## src/rtl/rv32imf_pkg.sv

```systemverilog
`default_nettype none
// ============================================================================
// Module  : rv32imf_pkg
// Brief   : Shared types and constants for the rv32imf instruction fetch path.
// Revision: 1.0
// ============================================================================
package rv32imf_pkg;

  typedef enum logic [1:0] {
    FETCH_IDLE        = 2'd0,
    FETCH_BUSY        = 2'd1,
    FETCH_BRANCH_WAIT = 2'd2
  } fetch_state_e;

  localparam logic [31:0] INSTR_ALIGN_MASK = 32'hFFFF_FFFC;

endpackage
`default_nettype wire

```

## src/rtl/rv32imf_fetch_requester_if.sv

```systemverilog
`default_nettype none
// ============================================================================
// Module  : rv32imf_fetch_requester_if
// Brief   : Instruction bus (req/gnt/rvalid) plus prefetch FIFO write port.
// Revision: 1.0
// ============================================================================
interface rv32imf_fetch_requester_if #(
  parameter int CNT_W = 1
);
  logic             instr_req_o;
  logic [31:0]      instr_addr_o;
  logic             instr_gnt_i;
  logic             instr_rvalid_i;
  logic [31:0]      instr_rdata_i;
  logic             fifo_push_o;
  logic [31:0]      fifo_data_o;
  logic             fifo_flush_o;
  logic [CNT_W:0]   fifo_cnt_i;

  modport master (
    output instr_req_o, instr_addr_o, fifo_push_o, fifo_data_o, fifo_flush_o,
    input  instr_gnt_i, instr_rvalid_i, instr_rdata_i, fifo_cnt_i
  );

  modport slave (
    input  instr_req_o, instr_addr_o, fifo_push_o, fifo_data_o, fifo_flush_o,
    output instr_gnt_i, instr_rvalid_i, instr_rdata_i, fifo_cnt_i
  );
endinterface
`default_nettype wire

```

## src/rtl/rv32imf_fetch_requester.sv

```systemverilog
`default_nettype none
// ============================================================================
// Module  : rv32imf_fetch_requester
// Brief   : Credit-limited instruction fetch initiator; write end of the
//           prefetch FIFO, drops stale responses after a redirect.
// Revision: 1.0
// ============================================================================
module rv32imf_fetch_requester
  import rv32imf_pkg::*;
#(
  parameter int DEPTH           = 2,
  parameter int MAX_OUTSTANDING = 2,
  parameter int CNT_W           = (DEPTH <= 1) ? 1 : $clog2(DEPTH)
) (
  input  logic        clk_i,
  input  logic        rst_i,
  input  logic        req_i,
  input  logic        branch_i,
  input  logic [31:0] branch_addr_i,
  output logic        busy_o,
  rv32imf_fetch_requester_if.master bus
);

  localparam int          c_OUT_W = $clog2(MAX_OUTSTANDING + 1);
  localparam logic [31:0] c_DEPTH = 32'(DEPTH);
  localparam logic [31:0] c_MAX   = 32'(MAX_OUTSTANDING);

  fetch_state_e       r_state, w_state_d;
  logic [31:0]        r_fetch_addr, w_addr_d;
  logic [31:0]        r_target, w_target_d;
  logic [c_OUT_W-1:0] r_outstanding, w_out_d;
  logic [c_OUT_W-1:0] r_discard, w_disc_d;
  logic               r_pend, w_pend_d;

  logic [31:0] w_out_ext;
  logic [31:0] w_cnt_ext;
  logic        w_credit;
  logic        w_req;
  logic        w_gnt;
  logic        w_hold;
  logic        w_rvalid;
  logic        w_drop;

  // Registered occupancy only: a response pushed now is still in r_outstanding.
  assign w_out_ext = {{(32-c_OUT_W){1'b0}}, r_outstanding};
  assign w_cnt_ext = {{(31-CNT_W){1'b0}}, bus.fifo_cnt_i};
  assign w_credit  = ((w_out_ext + w_cnt_ext) < c_DEPTH) && (w_out_ext < c_MAX);

  assign w_req    = r_pend | ((r_state == FETCH_BUSY) & req_i & w_credit);
  assign w_gnt    = w_req & bus.instr_gnt_i;
  assign w_hold   = w_req & ~bus.instr_gnt_i;
  assign w_rvalid = bus.instr_rvalid_i;
  assign w_drop   = w_rvalid & (r_discard != '0);

  assign bus.instr_req_o  = w_req;
  assign bus.instr_addr_o = r_fetch_addr;
  assign bus.fifo_push_o  = w_rvalid & ~branch_i & (r_discard == '0);
  assign bus.fifo_data_o  = bus.instr_rdata_i;
  assign bus.fifo_flush_o = branch_i;
  assign busy_o           = w_req | (r_outstanding != '0);

  always_comb begin
    w_state_d  = r_state;
    w_addr_d   = r_fetch_addr;
    w_target_d = r_target;
    w_pend_d   = w_hold;
    w_out_d    = r_outstanding + c_OUT_W'(w_gnt) - c_OUT_W'(w_rvalid);
    w_disc_d   = r_discard - c_OUT_W'(w_drop)
               + c_OUT_W'((r_state == FETCH_BRANCH_WAIT) && w_gnt);

    if (branch_i) begin
      // Everything in flight, including a grant this cycle, is now stale.
      w_disc_d = w_out_d;
      if (w_hold) begin
        w_target_d = branch_addr_i & INSTR_ALIGN_MASK;
        w_state_d  = FETCH_BRANCH_WAIT;
      end else begin
        w_addr_d  = branch_addr_i & INSTR_ALIGN_MASK;
        w_state_d = req_i ? FETCH_BUSY : FETCH_IDLE;
      end
    end else begin
      unique case (r_state)
        FETCH_IDLE: begin
          if (req_i) w_state_d = FETCH_BUSY;
        end
        FETCH_BUSY: begin
          if (w_gnt) w_addr_d = r_fetch_addr + 32'd4;
          if (!req_i && !w_hold) w_state_d = FETCH_IDLE;
        end
        FETCH_BRANCH_WAIT: begin
          if (w_gnt) begin
            w_addr_d  = r_target;
            w_state_d = req_i ? FETCH_BUSY : FETCH_IDLE;
          end
        end
        default: w_state_d = FETCH_IDLE;
      endcase
    end
  end

  always_ff @(posedge clk_i or posedge rst_i) begin
    if (rst_i) begin
      r_state       <= FETCH_IDLE;
      r_fetch_addr  <= '0;
      r_target      <= '0;
      r_outstanding <= '0;
      r_discard     <= '0;
      r_pend        <= 1'b0;
    end else begin
      r_state       <= w_state_d;
      r_fetch_addr  <= w_addr_d;
      r_target      <= w_target_d;
      r_outstanding <= w_out_d;
      r_discard     <= w_disc_d;
      r_pend        <= w_pend_d;
    end
  end

endmodule
`default_nettype wire

```

## src/flat_wrapper.sv

```systemverilog
// flat-port wrapper written by rule: the top's interface ports become plain ports
module rv32imf_fetch_requester_flat import rv32imf_pkg::*;
#(
  parameter int DEPTH           = 2,
  parameter int MAX_OUTSTANDING = 2,
  parameter int CNT_W           = (DEPTH <= 1) ? 1 : $clog2(DEPTH)
)
  (clk_i, rst_i, req_i, branch_i, branch_addr_i, busy_o, bus_instr_req_o, bus_instr_addr_o, bus_fifo_push_o, bus_fifo_data_o, bus_fifo_flush_o, bus_instr_gnt_i, bus_instr_rvalid_i, bus_instr_rdata_i, bus_fifo_cnt_i);
  rv32imf_fetch_requester_if #(.CNT_W(CNT_W)) bus_i ();
  input  logic clk_i;
  input  logic rst_i;
  input  logic req_i;
  input  logic branch_i;
  input  logic [31:0] branch_addr_i;
  output logic busy_o;
  output wire logic [$bits(bus_i.instr_req_o)-1:0] bus_instr_req_o;
  output wire logic [$bits(bus_i.instr_addr_o)-1:0] bus_instr_addr_o;
  output wire logic [$bits(bus_i.fifo_push_o)-1:0] bus_fifo_push_o;
  output wire logic [$bits(bus_i.fifo_data_o)-1:0] bus_fifo_data_o;
  output wire logic [$bits(bus_i.fifo_flush_o)-1:0] bus_fifo_flush_o;
  input wire logic [$bits(bus_i.instr_gnt_i)-1:0] bus_instr_gnt_i;
  input wire logic [$bits(bus_i.instr_rvalid_i)-1:0] bus_instr_rvalid_i;
  input wire logic [$bits(bus_i.instr_rdata_i)-1:0] bus_instr_rdata_i;
  input wire logic [$bits(bus_i.fifo_cnt_i)-1:0] bus_fifo_cnt_i;
  assign bus_instr_req_o = bus_i.instr_req_o;
  assign bus_instr_addr_o = bus_i.instr_addr_o;
  assign bus_fifo_push_o = bus_i.fifo_push_o;
  assign bus_fifo_data_o = bus_i.fifo_data_o;
  assign bus_fifo_flush_o = bus_i.fifo_flush_o;
  assign bus_i.instr_gnt_i = bus_instr_gnt_i;
  assign bus_i.instr_rvalid_i = bus_instr_rvalid_i;
  assign bus_i.instr_rdata_i = bus_instr_rdata_i;
  assign bus_i.fifo_cnt_i = bus_fifo_cnt_i;
  rv32imf_fetch_requester #(.DEPTH(DEPTH), .MAX_OUTSTANDING(MAX_OUTSTANDING), .CNT_W(CNT_W)) u_core (.clk_i(clk_i), .rst_i(rst_i), .req_i(req_i), .branch_i(branch_i), .branch_addr_i(branch_addr_i), .busy_o(busy_o), .bus(bus_i));
endmodule
```

## config.mk

```make
export PLATFORM = sky130hd
export DESIGN_NAME = rv32imf_fetch_requester_flat
export DESIGN_NICKNAME = d
export VERILOG_FILES = /design/src/rtl/rv32imf_pkg.sv /design/src/rtl/rv32imf_fetch_requester_if.sv /design/src/rtl/rv32imf_fetch_requester.sv /design/src/flat_wrapper.sv
export SDC_FILE = /design/constraint.sdc
export NUM_CORES = 1
export LEC_CHECK = 0
export BUFFER_PORTS_ARGS = -buffer_cell sky130_fd_sc_hd__clkbuf_2
export CAP_MARGIN = 20
export CORE_MARGIN = 5
export CORE_UTILIZATION = 51
export CTS_CLUSTER_SIZE = 10
export DETAILED_ROUTE_END_ITERATION = 12
export PLACE_DENSITY = 0.78
export SYNTH_ARGS = -nofsm -noshare
export SYNTH_HDL_FRONTEND = slang
export SYNTH_SLANG_ARGS = --single-unit
```

## constraint.sdc

```tcl
create_clock -name clk_i -period 2.86 [get_ports clk_i]
set_input_delay 0.286 -clock clk_i [delete_from_list [all_inputs] [get_ports clk_i]]
set_output_delay 0.286 -clock clk_i [all_outputs]
set_load 0.005 [all_outputs]
```

**Word-level counts from Yosys, hierarchy flattened**

Cells that the tools add are included.

- Bits in registers: 69
- Input port bits: 72
- Output and inout port bits: 68
- Logic and storage cells: 58

- Add/subtract/negate cells: 6
- Order comparisons: 2
- Equality and inequality tests: 7
- Muxes and demuxes: 13
- Bitwise operators: 11
- Reduce and logical (&&, ||, !) cells: 13

Operators by type and width:

| kind | number |
|---|---|
| $mux W32 | 4 |
| $pmux W32 S2 | 1 |
| $add A32 B3 Y32 const B | 1 |
| $lt A32 B2 Y1 const B | 1 |
| $mux W2 | 6 |
| $and A1 B1 Y1 | 7 |
| $ne A3 B2 Y1 const B | 2 |
| $ne A3 B3 Y1 const B | 2 |
| $pmux W2 S3 | 1 |
| $add A2 B1 Y2 | 2 |
| $logic_not A2 Y1 | 2 |
| $reduce_and A4 Y1 | 1 |
| $reduce_bool A2 Y1 | 2 |
| $sub A2 B1 Y2 | 2 |
| $add A2 B2 Y3 | 1 |
| $logic_and A1 B1 Y1 | 3 |
| $reduce_and A3 Y1 | 1 |
| $reduce_bool A3 Y1 | 1 |
| $eq A2 B1 Y1 const B | 1 |
| $eq A2 B2 Y1 const B | 1 |
| $logic_not A1 Y1 | 2 |
| $lt A2 B2 Y1 const B | 1 |
| $ne A2 B2 Y1 const B | 1 |
| $not A1 Y1 | 2 |
| 3 further kinds | 4 |

**Logic depth before layout (Yosys ltp)**

Gate-level depths: netlist of the first run.

- Word-level depth: 11
- Gate-level depth with buffers: 11
- Gate-level depth less buffers: 10

**Least setup slack after synthesis of the first run**

Ideal clock, no wire load.

- Path kind: register to register
- Start: reg u_core.r_outstanding[0]
- End: reg u_core.r_discard[1]
- Data arrival time: 2310 ps
- Required time: 2724 ps
- Slack: 414 ps
- Stages on the path, launching flop included: 12
- Path buffers: 1
- Period minus slack after synthesis: 2446 ps
- Cell sequence: dfrtp_1 and2_1 fa_1 nor4b_2 a21oi_1 buf_2 nor2b_1 and2_1 ha_1 xor2_1 xnor2_1 o21ai_0

- Cells in the longest elaborated chain, start to end: 9
- Elaborated cells between the ends (all ways): 12
- Classes of those cells: add/sub (4); order compare (2); mux (1); bitwise (3); reduce/logical (2)

RTL lines:

| item | RTL line | text |
|---|---|---|
| from (decl) | rv32imf_fetch_requester.sv:31 | `logic [c_OUT_W-1:0] r_outstanding, w_out_d;` |
| from (signal assigned) | rv32imf_fetch_requester.sv:113 | `r_outstanding <= w_out_d;` |
| $add A2 B2 Y3 | rv32imf_fetch_requester.sv:47 | `assign w_credit = ((w_out_ext + w_cnt_ext) < c_DEPTH) && (w_out_ext < c_MAX);` |
| $lt A32 B2 Y1 | rv32imf_fetch_requester.sv:47 |  |
| $logic_and A1 B1 Y1 | rv32imf_fetch_requester.sv:47 |  |
| $and A1 B1 Y1 | rv32imf_fetch_requester.sv:49 | `assign w_req = r_pend \| ((r_state == FETCH_BUSY) & req_i & w_credit);` |
| $or A1 B1 Y1 | rv32imf_fetch_requester.sv:49 |  |
| $and A1 B1 Y1 | rv32imf_fetch_requester.sv:50 | `assign w_gnt = w_req & bus.instr_gnt_i;` |
| $add A2 B1 Y2 or $logic_and A1 B1 Y1 (tied branches) | rv32imf_fetch_requester.sv:67, rv32imf_fetch_requester.sv:69 |  |
| $sub A2 B1 Y2 or $add A2 B1 Y2 (tied branches) | rv32imf_fetch_requester.sv:67, rv32imf_fetch_requester.sv:69 |  |
| $mux W2 * | rv32imf_fetch_requester.sv:71 | `if (branch_i) begin` |
| named net u_core.w_disc_d[1] | rv32imf_fetch_requester.sv:32 | `logic [c_OUT_W-1:0] r_discard, w_disc_d;` |
| to (signal assigned) | rv32imf_fetch_requester.sv:114 | `r_discard <= w_disc_d;` |
| to (decl) | rv32imf_fetch_requester.sv:32 |  |

Mark *: on every way through the listed nets, which the timed path passes. The rest lies on a longest branch.
A chain may end at the register's enable or synchronous reset.

**Final worst setup path of the first run**

- Start: reg u_core.r_outstanding[0]
- End: out busy_o

- Cells in the longest elaborated chain, start to end: 6
- Elaborated cells between the ends (all ways): 8
- Classes of those cells: add/sub (1); order compare (2); bitwise (3); reduce/logical (2)

RTL lines:

| item | RTL line | text |
|---|---|---|
| $add A2 B2 Y3 | rv32imf_fetch_requester.sv:47 |  |
| $lt A32 B2 Y1 | rv32imf_fetch_requester.sv:47 |  |
| $logic_and A1 B1 Y1 | rv32imf_fetch_requester.sv:47 |  |
| $and A1 B1 Y1 | rv32imf_fetch_requester.sv:49 |  |
| $or A1 B1 Y1 | rv32imf_fetch_requester.sv:49 |  |
| $or A1 B1 Y1 * | rv32imf_fetch_requester.sv:60 | `assign busy_o = w_req \| (r_outstanding != '0);` |
| to (decl) | flat_wrapper.sv:15 | `output logic busy_o;` |

Mark *: on every way between the ends. The rest lies on a longest branch, timed or not.

==> results.yml, run 1 <==
status:
  status: "finished, final reports clean"
global_route:
  grt_pass1_vias: 3490
  grt-ovfl-total: 0
  grt_pass1_wl_um: 17700
  grt_util_met2_pct: 35.4
  use_met1_pct: 29.7
  gr-max-usage-layer: "met2"
  grtUsageMet3_pct: 4.86
  antenna_found_initial: 0
  grtUsageTotal_pct: 22.0
  grt_max_degree: 46
hold_path:
  min_delay_path_depth: 2
  hold_start: "branch_addr_i[18]"
  min_path_type: "primary input to flop"
  whs_endpoint: "u_core.r_target[18]"
placement:
  gp_congestion: 0.843
  io_buffers: 71
  placed_cells: 571
  dp_hpwl_um: 7540
  placed_area_um2: 4410
worst_setup_path:
  crit_chain: "and2_1 -> fa_1 -> nor4b_2 -> a21oi_2 -> buf_4 -> inv_1 -> or3_1 -> clkbuf_2"
  slowest_delay_ps: 490
  cp.buffers_inverters: 3
  crit_path_start_kind: "flop"
  rr_endpoint: "u_core.bus.instr_addr_o[23]"
  crit_family: "simple AND/OR/NAND/NOR gates"
  r2r_slack_ps: 340
  regToRegStartpoint: "u_core.r_outstanding[0]"
  cp-end-kind: "output port"
  critical_path.max_fanout: 5
  arrival_ps: 2360
  cp.required_ps: 2570
  r2r_cells: 9
  criticalPathCategory: "flop to output port"
  slowest_stage: "fa_1"
final_layout:
  drive_gt1_share_pct: 31.0
  fin_nets: 560
  stdcell_count: 589
  regArea_um2: 1680
  postLayoutCoreUtil_pct: 59.8
  multiInputGateArea_um2: 2070
  final_area_um2: 4670
  area_growth_pct: 13.0
  n_fill_cell: 681
  diodes: 0
drt:
  routedWlPerCell_um: 17.7
  drt_iter0_markers: 243
  dr.pass1.iters: 4
  wl_um: 10500
  vias: 3554
  drc: 0
  final_antenna_net_count: 0
  via_per_inst: 6.03
timing:
  period_share_pct: 92.6
  max_freq_mhz: 378
  finalMaxSlewViolations: 0
  period_minus_slack_ps: 2650
  tightest_slew_ps: 628
  hold_viol: 0
  skew_ps: 12.3
  setup_tns_ps: 0
  finalSetupViolations: 0
  rsz0062_at_grt: "no"
  timing.hold.ws_ps: 175
  maxSlewHeadroom_pct: 58.0
yosys:
  async_reset_ff_share_pct: 100
  yosysWarnings: 0
  synth_area_per_cell_um2: 9.41
  synth-seq-cells: 67
  synth_edf_count: 0
  synth_cells: 439
  synth_seq_area_share_pct: 40.6
  syn_area_um2: 4130
  yosysUniqueCellTypes: 56
  yosys_most_used_dff: "dfrtp_1"
clock_network:
  clk_pin_slew_ps: 80
  cts_made_buffers: 9
  clk_root_buffer_cell: "clkbuf_8"
  tritoncts: "done"
  clockBufferDepth: 2
  clk-insertion-delay-late_ps: 360
  htree_levels: 3
  clock-sinks: 67
run:
  maxCapViolations: 0
floorplan:
  rows: 32
  dieHeight_um: 100
  die_w_um: 100
  initial_utilization_pct: 52.9
  io-pin-count: 140
  dieArea_um2: 10000
  core_area_um2: 7810
power_and_ir_drop:
  p_leak_uw: 0.00212
  pwr_density_cell_nw_per_um2: 789
  ir_drop_v: 0.000418
==> per-layer routing <==
| metal | up-vias | part of all wire [%] | wire [um] |
|---|---|---|---|
| li1 | 1654 | - | - |
| met1 | 1738 | 43 | 4530 |
| met2 | 133 | 47 | 4890 |
| met3 | 29 | 8.0 | 831 |
| met4 | 0 | 1.8 | 192 |
| met5 | - | 0 | 0 |
==> stage by stage <==
stage               setup WS (ps)  power, uW
floorplan                     414       2380
global placement              311       2710
detailed placement            275       2790
CTS                          34.6       3690
global route                 61.5       3940
finish                        213       3690
==> sequential cells by signal, summed over array words and instances (netlist names) <==
signal,flops
u_core.r_state,2
u_core.r_target,30
u_core.r_pend,1
u_core.r_outstanding,2
u_core.r_discard,2
u_core.bus.instr_addr_o,30
==> worst max-delay path by stage <==
stage	start	endpoint	slack (ps)	depth (start not counted)
finish	u_core.r_outstanding[0]	busy_o	210	8
floorplan	u_core.r_outstanding[0]	u_core.r_discard[1]	410	11
CTS	u_core.r_outstanding[0]	busy_o	30	8
global route	u_core.r_outstanding[0]	busy_o	60	8
detailed placement	bus_fifo_cnt_i[0]	u_core.bus.instr_addr_o[25]	280	10
global placement	bus_fifo_cnt_i[0]	u_core.bus.instr_addr_o[30]	310	10
==> logic make-up (layout without fill, tap and decap cells) <==
| logic type | Yosys count | after routing | synth area share, % |
|---|---|---|---|
| other cells | 1 | 2 | 0.0907 |
| buf+inv | 70 | 117 | 9.78 |
| compound gates | 122 | 122 | 18.8 |
| mux | 32 | 32 | 8.69 |
| fa+ha+maj | 6 | 6 | 2.00 |
| xor+xnor | 13 | 13 | 2.76 |
| simple gates | 128 | 128 | 17.3 |
| flops | 67 | 67 | 40.6 |
==> cell type report <==
type                    count  area share, %
clock buffers              12           3.32
well taps                 102           2.73
flip-flops and latches     67           35.9
clock inverters             4           1.55
multi-input cells         303           44.3
inverters                  10          0.804
repair buffers             91           11.4
==> Yosys cell counts, types with 6 or more instances <==
library cell | number | share of area, %
a211oi_1 | 6 | 1.1
a21oi_1 | 29 | 3.5
a31oi_1 | 9 | 1.4
and3_1 | 6 | 0.91
buf_2 | 8 | 0.97
buf_4 | 35 | 6.4
clkbuf_1 | 14 | 1.3
dfrtp_1 | 67 | 41
inv_1 | 10 | 0.91
mux2_2 | 31 | 8.4
nand2_1 | 32 | 2.9
nand3_1 | 15 | 1.8
nand4_1 | 12 | 1.8
nor2_1 | 26 | 2.4
nor3_1 | 8 | 0.97
o21ai_0 | 39 | 4.7
xor2_1 | 8 | 1.7
==> report_power, final <==
group / internal, uW / total (uW) / switching [uW]
registers: 1310 / 1670 / 357
logic: 570 / 1100 / 530
clock network: 538 / 916 / 378
total: 2420 / 3690 / 1270
==> cells in the final DEF, fill, tap and decap left out, types with 11 or more instances in the layout <==
| cell | Yosys | layout |
|---|---|---|
| o21ai_0 | 39 | 39 |
| buf_4 | 35 | 17 |
| dfrtp_1 | 67 | 67 |
| clkbuf_8 | 0 | 11 |
| nand2_1 | 32 | 32 |
| clkbuf_2 | 0 | 71 |
| nand4_1 | 12 | 12 |
| nor2_1 | 26 | 26 |
| nand3_1 | 15 | 15 |
| a21oi_1 | 29 | 28 |
| mux2_2 | 31 | 31 |
==> repair_timing <==
item | CTS | global route
buffers inserted | 0 | 0
endpoints found under the setup margin | 0 | 1
hold buffers | 0 | 1
hold endpoints to repair | 0 | 2
resized for setup | 0 | 1
No activity file was read; power rests on OpenSTA's default activity.
==> run 2, diff against run 1 <==
--- a/config.mk
+++ b/config.mk
@@ -7,11 +7,12 @@
 export LEC_CHECK = 0
 export BUFFER_PORTS_ARGS = -buffer_cell sky130_fd_sc_hd__clkbuf_2
 export CAP_MARGIN = 20
-export CORE_MARGIN = 5
 export CORE_UTILIZATION = 51
+export CTS_BUF_LIST = sky130_fd_sc_hd__clkbuf_16
 export CTS_CLUSTER_SIZE = 10
 export DETAILED_ROUTE_END_ITERATION = 12
 export PLACE_DENSITY = 0.78
+export SETUP_SLACK_MARGIN = 0.15
 export SYNTH_ARGS = -nofsm -noshare
 export SYNTH_HDL_FRONTEND = slang
 export SYNTH_SLANG_ARGS = --single-unit
==> run 2 against run 1 <==
  * Worst hold slack worse by 96 ps
  * Register-to-register slack is essentially flat
  * Largest cell class unchanged
  * Critical path depth stayed put
  * Routed wire length fell by 2.8%
  * Fmax rose by 5.2%
==> results.yml, run 2 (synthesis gave the netlist of run 1 again) <==
status:
  status: "finished, final reports clean"
final_layout:
  regArea_um2: 1680
  diodes: 0
  fin_nets: 557
  n_fill_cell: 671
  area_growth_pct: 12.9
  multiInputGateArea_um2: 2070
  final_common_cell: "clkbuf_2"
  drive_gt1_share_pct: 30.0
  postLayoutCoreUtil_pct: 60.1
  mostFrequentLayoutCells: "71 x clkbuf_2, 67 x dfrtp_1, 39 x o21ai_0"
timing:
  max_freq_mhz: 397
  skew_ps: 3.16
  tightest_slew_ps: 765
  finalSetupViolations: 0
  hold_viol: 0
  setup_tns_ps: 0
  fin_ws_ps: 343
  rsz0062_at_grt: "no"
  maxSlewHeadroom_pct: 48.9
  finalMaxSlewViolations: 0
  period_share_pct: 88.0
  period_minus_slack_ps: 2520
global_route:
  grt_max_degree: 35
  grtUsageTotal_pct: 25.7
  grt-ovfl-total: 0
  antenna_found_initial: 0
  grt_pass1_vias: 3492
  grt_pass1_wl_um: 16900
clock_network:
  htree_levels: 3
  clk-insertion-delay-late_ps: 330
  cts_setup_buffers: 0
  clk_root_buffer_cell: "clkbuf_16"
  tritoncts: "done"
  clock-sinks: 67
  cts_made_buffers: 9
  clockBufferDepth: 2
  clk_pin_slew_ps: 50
worst_setup_path:
  cp.buffers_inverters: 3
  crit_path_start_kind: "flop"
  arrival_ps: 2230
  r2r_slack_ps: 350
  criticalPathCategory: "flop to output port"
  crit_family: "simple AND/OR/NAND/NOR gates"
  startpoint: "u_core.r_outstanding[0]"
  slowest_stage: "fa_1"
  cp-end-kind: "output port"
  cp.required_ps: 2570
  regToRegStartpoint: "u_core.r_outstanding[0]"
  critical_path.max_fanout: 5
  slowest_delay_ps: 500
  crit_chain: "and2_1 -> fa_1 -> nor4b_2 -> a21oi_2 -> buf_4 -> inv_1 -> or3_1 -> clkbuf_2"
drt:
  wl_met2_um: 4790
  drc: 0
  vias: 3602
  drt_iter0_markers: 290
  dr.pass1.iters: 4
  final_antenna_net_count: 0
  routedWlPerCell_um: 17.4
  wl_um: 10200
  met3_length_um: 730
  met1_length_um: 4400
  top_layer_used: "met4"
  via_per_inst: 6.16
floorplan:
  core_area_um2: 7770
  io-pin-count: 140
  die_w_um: 92.0
  initial_utilization_pct: 53.2
  dieArea_um2: 8470
  rows: 32
  dieHeight_um: 92.0
placement:
  dp_hpwl_um: 7180
  dp_slack_ps: 351
  io_buffers: 71
  gp_congestion: 0.824
power_and_ir_drop:
  ir_drop_v: 0.000616
  p_leak_uw: 0.00212
  pwr_density_cell_nw_per_um2: 797
hold_path:
  min_path_type: "primary input to asynchronous set/reset pin"
run:
  maxCapViolations: 0
run 2: changes by cell type in the layout (fill, tap and decap cells not counted):
cell           delta
bufinv_16         -2
clkbuf_16         +9
buf_4             -2
clkbuf_1          -1
clkbuf_8         -11
clkinv_2          +1
clkinv_1          +3
clkinvlp_4        -1
dlygate4sd3_1     -1
inv_1             +1
run 2: layout make-up:
type | count | area share [%]
clock buffers | 9 | 4.83
clock inverters | 6 | 0.536
inverters | 10 | 0.804
multi-input cells | 303 | 44.3
flip-flops and latches | 67 | 35.9
well taps | 102 | 2.73
repair buffers | 88 | 10.9
run 2: per-layer routing:
metal,vias to the layer above,track usage (%)
met5,-,0
met4,0,11.5
met3,28,3.98
met2,132,41.5
met1,1787,34.1
li1,1655,-
run 2: final timing paths:
path	endpoint	cells after the start
worst min register to register	u_core.r_target[22]	1
worst max-delay path	busy_o	8
max in group asynchronous	u_core.r_target[18]	3
worst max register to register	u_core.r_target[26]	8
worst min-delay path	u_core.bus.instr_addr_o[4]	2
min in group clk_i	u_core.r_target[4]	2
run 2: worst reg2reg max path: cells and delay by family, from the launching register on:
family                     cells  cell delay, ps
and+or+nand+nor                3             650
adders and majority gates      1             450
buffers and inverters          2             440
DFF                            1             380
muxes                          1             360
AOI/OAI and AO/OA              1             120
run 2: repair_timing:
item	CTS	global route
setup endpoints to repair	0	1
hold buffers	0	0
gates resized for setup	0	1
run 2: power breakdown:
part           internal [uW]  switching, uW
clock network            565            385
logic                    568            515
registers               1320            371
run 2: stage by stage:
stage               instances  area (um2)  power, uW  hold slack (ps)
floorplan                 440        4140       2380              419
global placement          570        4410       2700              454
detailed placement        570        4410       2780              456
CTS                       585        4660       3730              111
global route              585        4670       3950              172
finish                    585        4670       3720             79.3
==> run 3, diff against run 2 <==
--- a/config.mk
+++ b/config.mk
@@ -7,11 +7,11 @@
 export LEC_CHECK = 0
 export BUFFER_PORTS_ARGS = -buffer_cell sky130_fd_sc_hd__clkbuf_2
 export CAP_MARGIN = 20
-export CORE_UTILIZATION = 51
+export CORE_UTILIZATION = 55
 export CTS_BUF_LIST = sky130_fd_sc_hd__clkbuf_16
 export CTS_CLUSTER_SIZE = 10
 export DETAILED_ROUTE_END_ITERATION = 12
-export PLACE_DENSITY = 0.78
+export PLACE_DENSITY = 0.83
 export SETUP_SLACK_MARGIN = 0.15
 export SYNTH_ARGS = -nofsm -noshare
 export SYNTH_HDL_FRONTEND = slang
==> constraint.sdc (replaced) <==
create_clock -name clk_i -period 3 [get_ports clk_i]
set_input_delay 0.3 -clock clk_i [delete_from_list [all_inputs] [get_ports clk_i]]
set_output_delay 0.3 -clock clk_i [all_outputs]
set_load 0.005 [all_outputs]
==> run 3 against run 2 <==
  * Cell area shrank 0.56%
  * Clock power grew 4.5%
  * Count of clock-buffer cells in the layout is the same
  * Sequential power shrank 4%
  * Utilization grew 3.9 points
  * Non-clock buffer count shrank 3
  * Cell count shrank 1.0%
  * Total power shrank 1.6%
  * Sequential cell count is the same
  * Critical endpoint unchanged
  * Largest power group unchanged
==> results.yml, run 3 (synthesis gave the netlist of run 1 again) <==
status:
  status: "finished, final reports clean"
worst_setup_path:
  rr_endpoint: "u_core.r_target[13]"
  r2r_cells: 8
  arrival_ps: 2370
  r2r_slack_ps: 340
  regToRegStartpoint: "u_core.r_outstanding[0]"
  criticalPathCategory: "flop to output port"
  critical_path.max_fanout: 5
  cp.required_ps: 2700
  crit_path_start_kind: "flop"
  startpoint: "u_core.r_outstanding[0]"
  cp-end-kind: "output port"
  crit_end: "busy_o"
timing:
  period_share_pct: 89.1
  hold_viol: 0
  tightest_slew_ps: 713
  finalMaxSlewViolations: 0
  period_minus_slack_ps: 2670
  max_freq_mhz: 374
  setup_tns_ps: 0
  skew_ps: 4.63
  maxSlewHeadroom_pct: 52.3
  finalSetupViolations: 0
  fin_ws_ps: 327
  rsz0062_at_grt: "no"
drt:
  routedWlPerCell_um: 18.8
  vias: 3716
  drc: 0
  final_antenna_net_count: 0
  drt_iter0_markers: 262
  via_per_inst: 6.42
  wl_um: 10900
  dr.pass1.iters: 5
power_and_ir_drop:
  p_sw_uw: 1250
  ir_drop_v: 0.000440
  switching_share_pct: 34.2
  combinationalPowerShare_pct: 28.6
  pwr_density_cell_nw_per_um2: 789
  p_leak_uw: 0.00211
  seqPwrFrac_pct: 44.3
  p_int_uw: 2410
  pwr-share-clk_pct: 27.1
  power_uw: 3660
global_route:
  grt-ovfl-total: 0
  grtUsageTotal_pct: 29.5
  grt_max_degree: 34
  antenna_found_initial: 0
  grt_pass1_vias: 3698
  grt_pass1_wl_um: 17700
final_layout:
  diodes: 0
  drive_gt1_share_pct: 29.6
  mostFrequentLayoutCells: "71 x clkbuf_2, 67 x dfrtp_1, 39 x o21ai_0"
  area_growth_pct: 12.3
  final_common_cell: "clkbuf_2"
  fin_nets: 554
  final_area_um2: 4640
placement:
  gp_congestion: 0.850
  io_buffers: 71
  dp_slack_ps: 415
  dp_hpwl_um: 7200
  placed_area_um2: 4360
run:
  maxCapViolations: 0
clock_network:
  clk_root_buffer_cell: "clkbuf_16"
  tritoncts: "done"
  clk-insertion-delay-late_ps: 330
  cts_made_buffers: 9
  clk_pin_slew_ps: 50
  clock-sinks: 67
  clockBufferDepth: 2
  htree_levels: 3
  postCtsHoldBufs: 0
hold_path:
  min_path_type: "primary input to asynchronous set/reset pin"
floorplan:
  core_area_um2: 7250
  rows: 31
  initial_utilization_pct: 57.0
  dieArea_um2: 7870
  io-pin-count: 140
  die_w_um: 88.7
  dieHeight_um: 88.7
-- run 3: changes by cell type in the layout (fill, tap and decap cells not counted), sizes merged --
cell | before | now
buf | 17 | 14
bufinv | 0 | 1
clkinv | 5 | 3
inv | 11 | 12
-- run 3: timing repair --
action                                  4_1_cts  5_1_grt
setup buffers                                 0        0
endpoints found under the setup margin        0        1
resized for setup                             0        1
-- run 3: metal layers --
metal / vias to the layer above / wire [um] / GRT usage, %
li1: 1653 / - / -
met1: 1829 / 4400 / 36.5
met2: 202 / 5340 / 50.5
met3: 32 / 916 / 6.34
met4: 0 / 250 / 11.0
met5: - / 0 / 0
-- run 3: cell type report --
type                       count  area (um2)
clock inverter                 6        50.0
fill                         584        2610
tap                           99         124
sequential                    67        1680
inverter                      10        37.5
timing repair buffer          85         460
clock buffer                   9         225
multi-input combinational    303        2070
-- run 3: power by group through the flow --
| stage | clock [uW] | sequential [uW] | combinational (uW) |
|---|---|---|---|
| 2_1_floorplan | 0 | 1510 | 756 |
| 3_3_place_gp | 0 | 1590 | 974 |
| 3_5_place_dp | 0 | 1620 | 1030 |
| 4_1_cts | 1000 | 1610 | 1050 |
| 5_1_grt | 1040 | 1670 | 1170 |
| 6_report | 993 | 1620 | 1050 |
-- run 3: how the worst min path moves through the flow --
stage               start             endpoint  slack, ps  depth (start not counted)
floorplan           req_i    u_core.r_state[0]        430                          1
global placement    rst_i  u_core.r_discard[0]        420                          2
detailed placement  rst_i  u_core.r_discard[0]        430                          2
CTS                 rst_i  u_core.r_discard[1]         90                          2
global route        rst_i  u_core.r_target[15]        130                          2
finish              rst_i  u_core.r_discard[0]         60                          2
-- run 3: per-stage QoR --
stage | cells | util (%) | hold WS [ps]
2_1_floorplan | 440 | - | 433
3_3_place_gp | 564 | 60.1 | 417
3_5_place_dp | 564 | 60.1 | 433
4_1_cts | 579 | 63.9 | 89.4
5_1_grt | 579 | 64.0 | 131
6_report | 579 | 64.0 | 58.5
-- run 3: critical path, cell delays in order (launching register included) --
cell      delay [ps]
dfrtp_1          380
and2_1           150
fa_1             500
nor4b_2           70
a21oi_2          260
buf_4            200
inv_1             50
or3_1            310
clkbuf_2         120
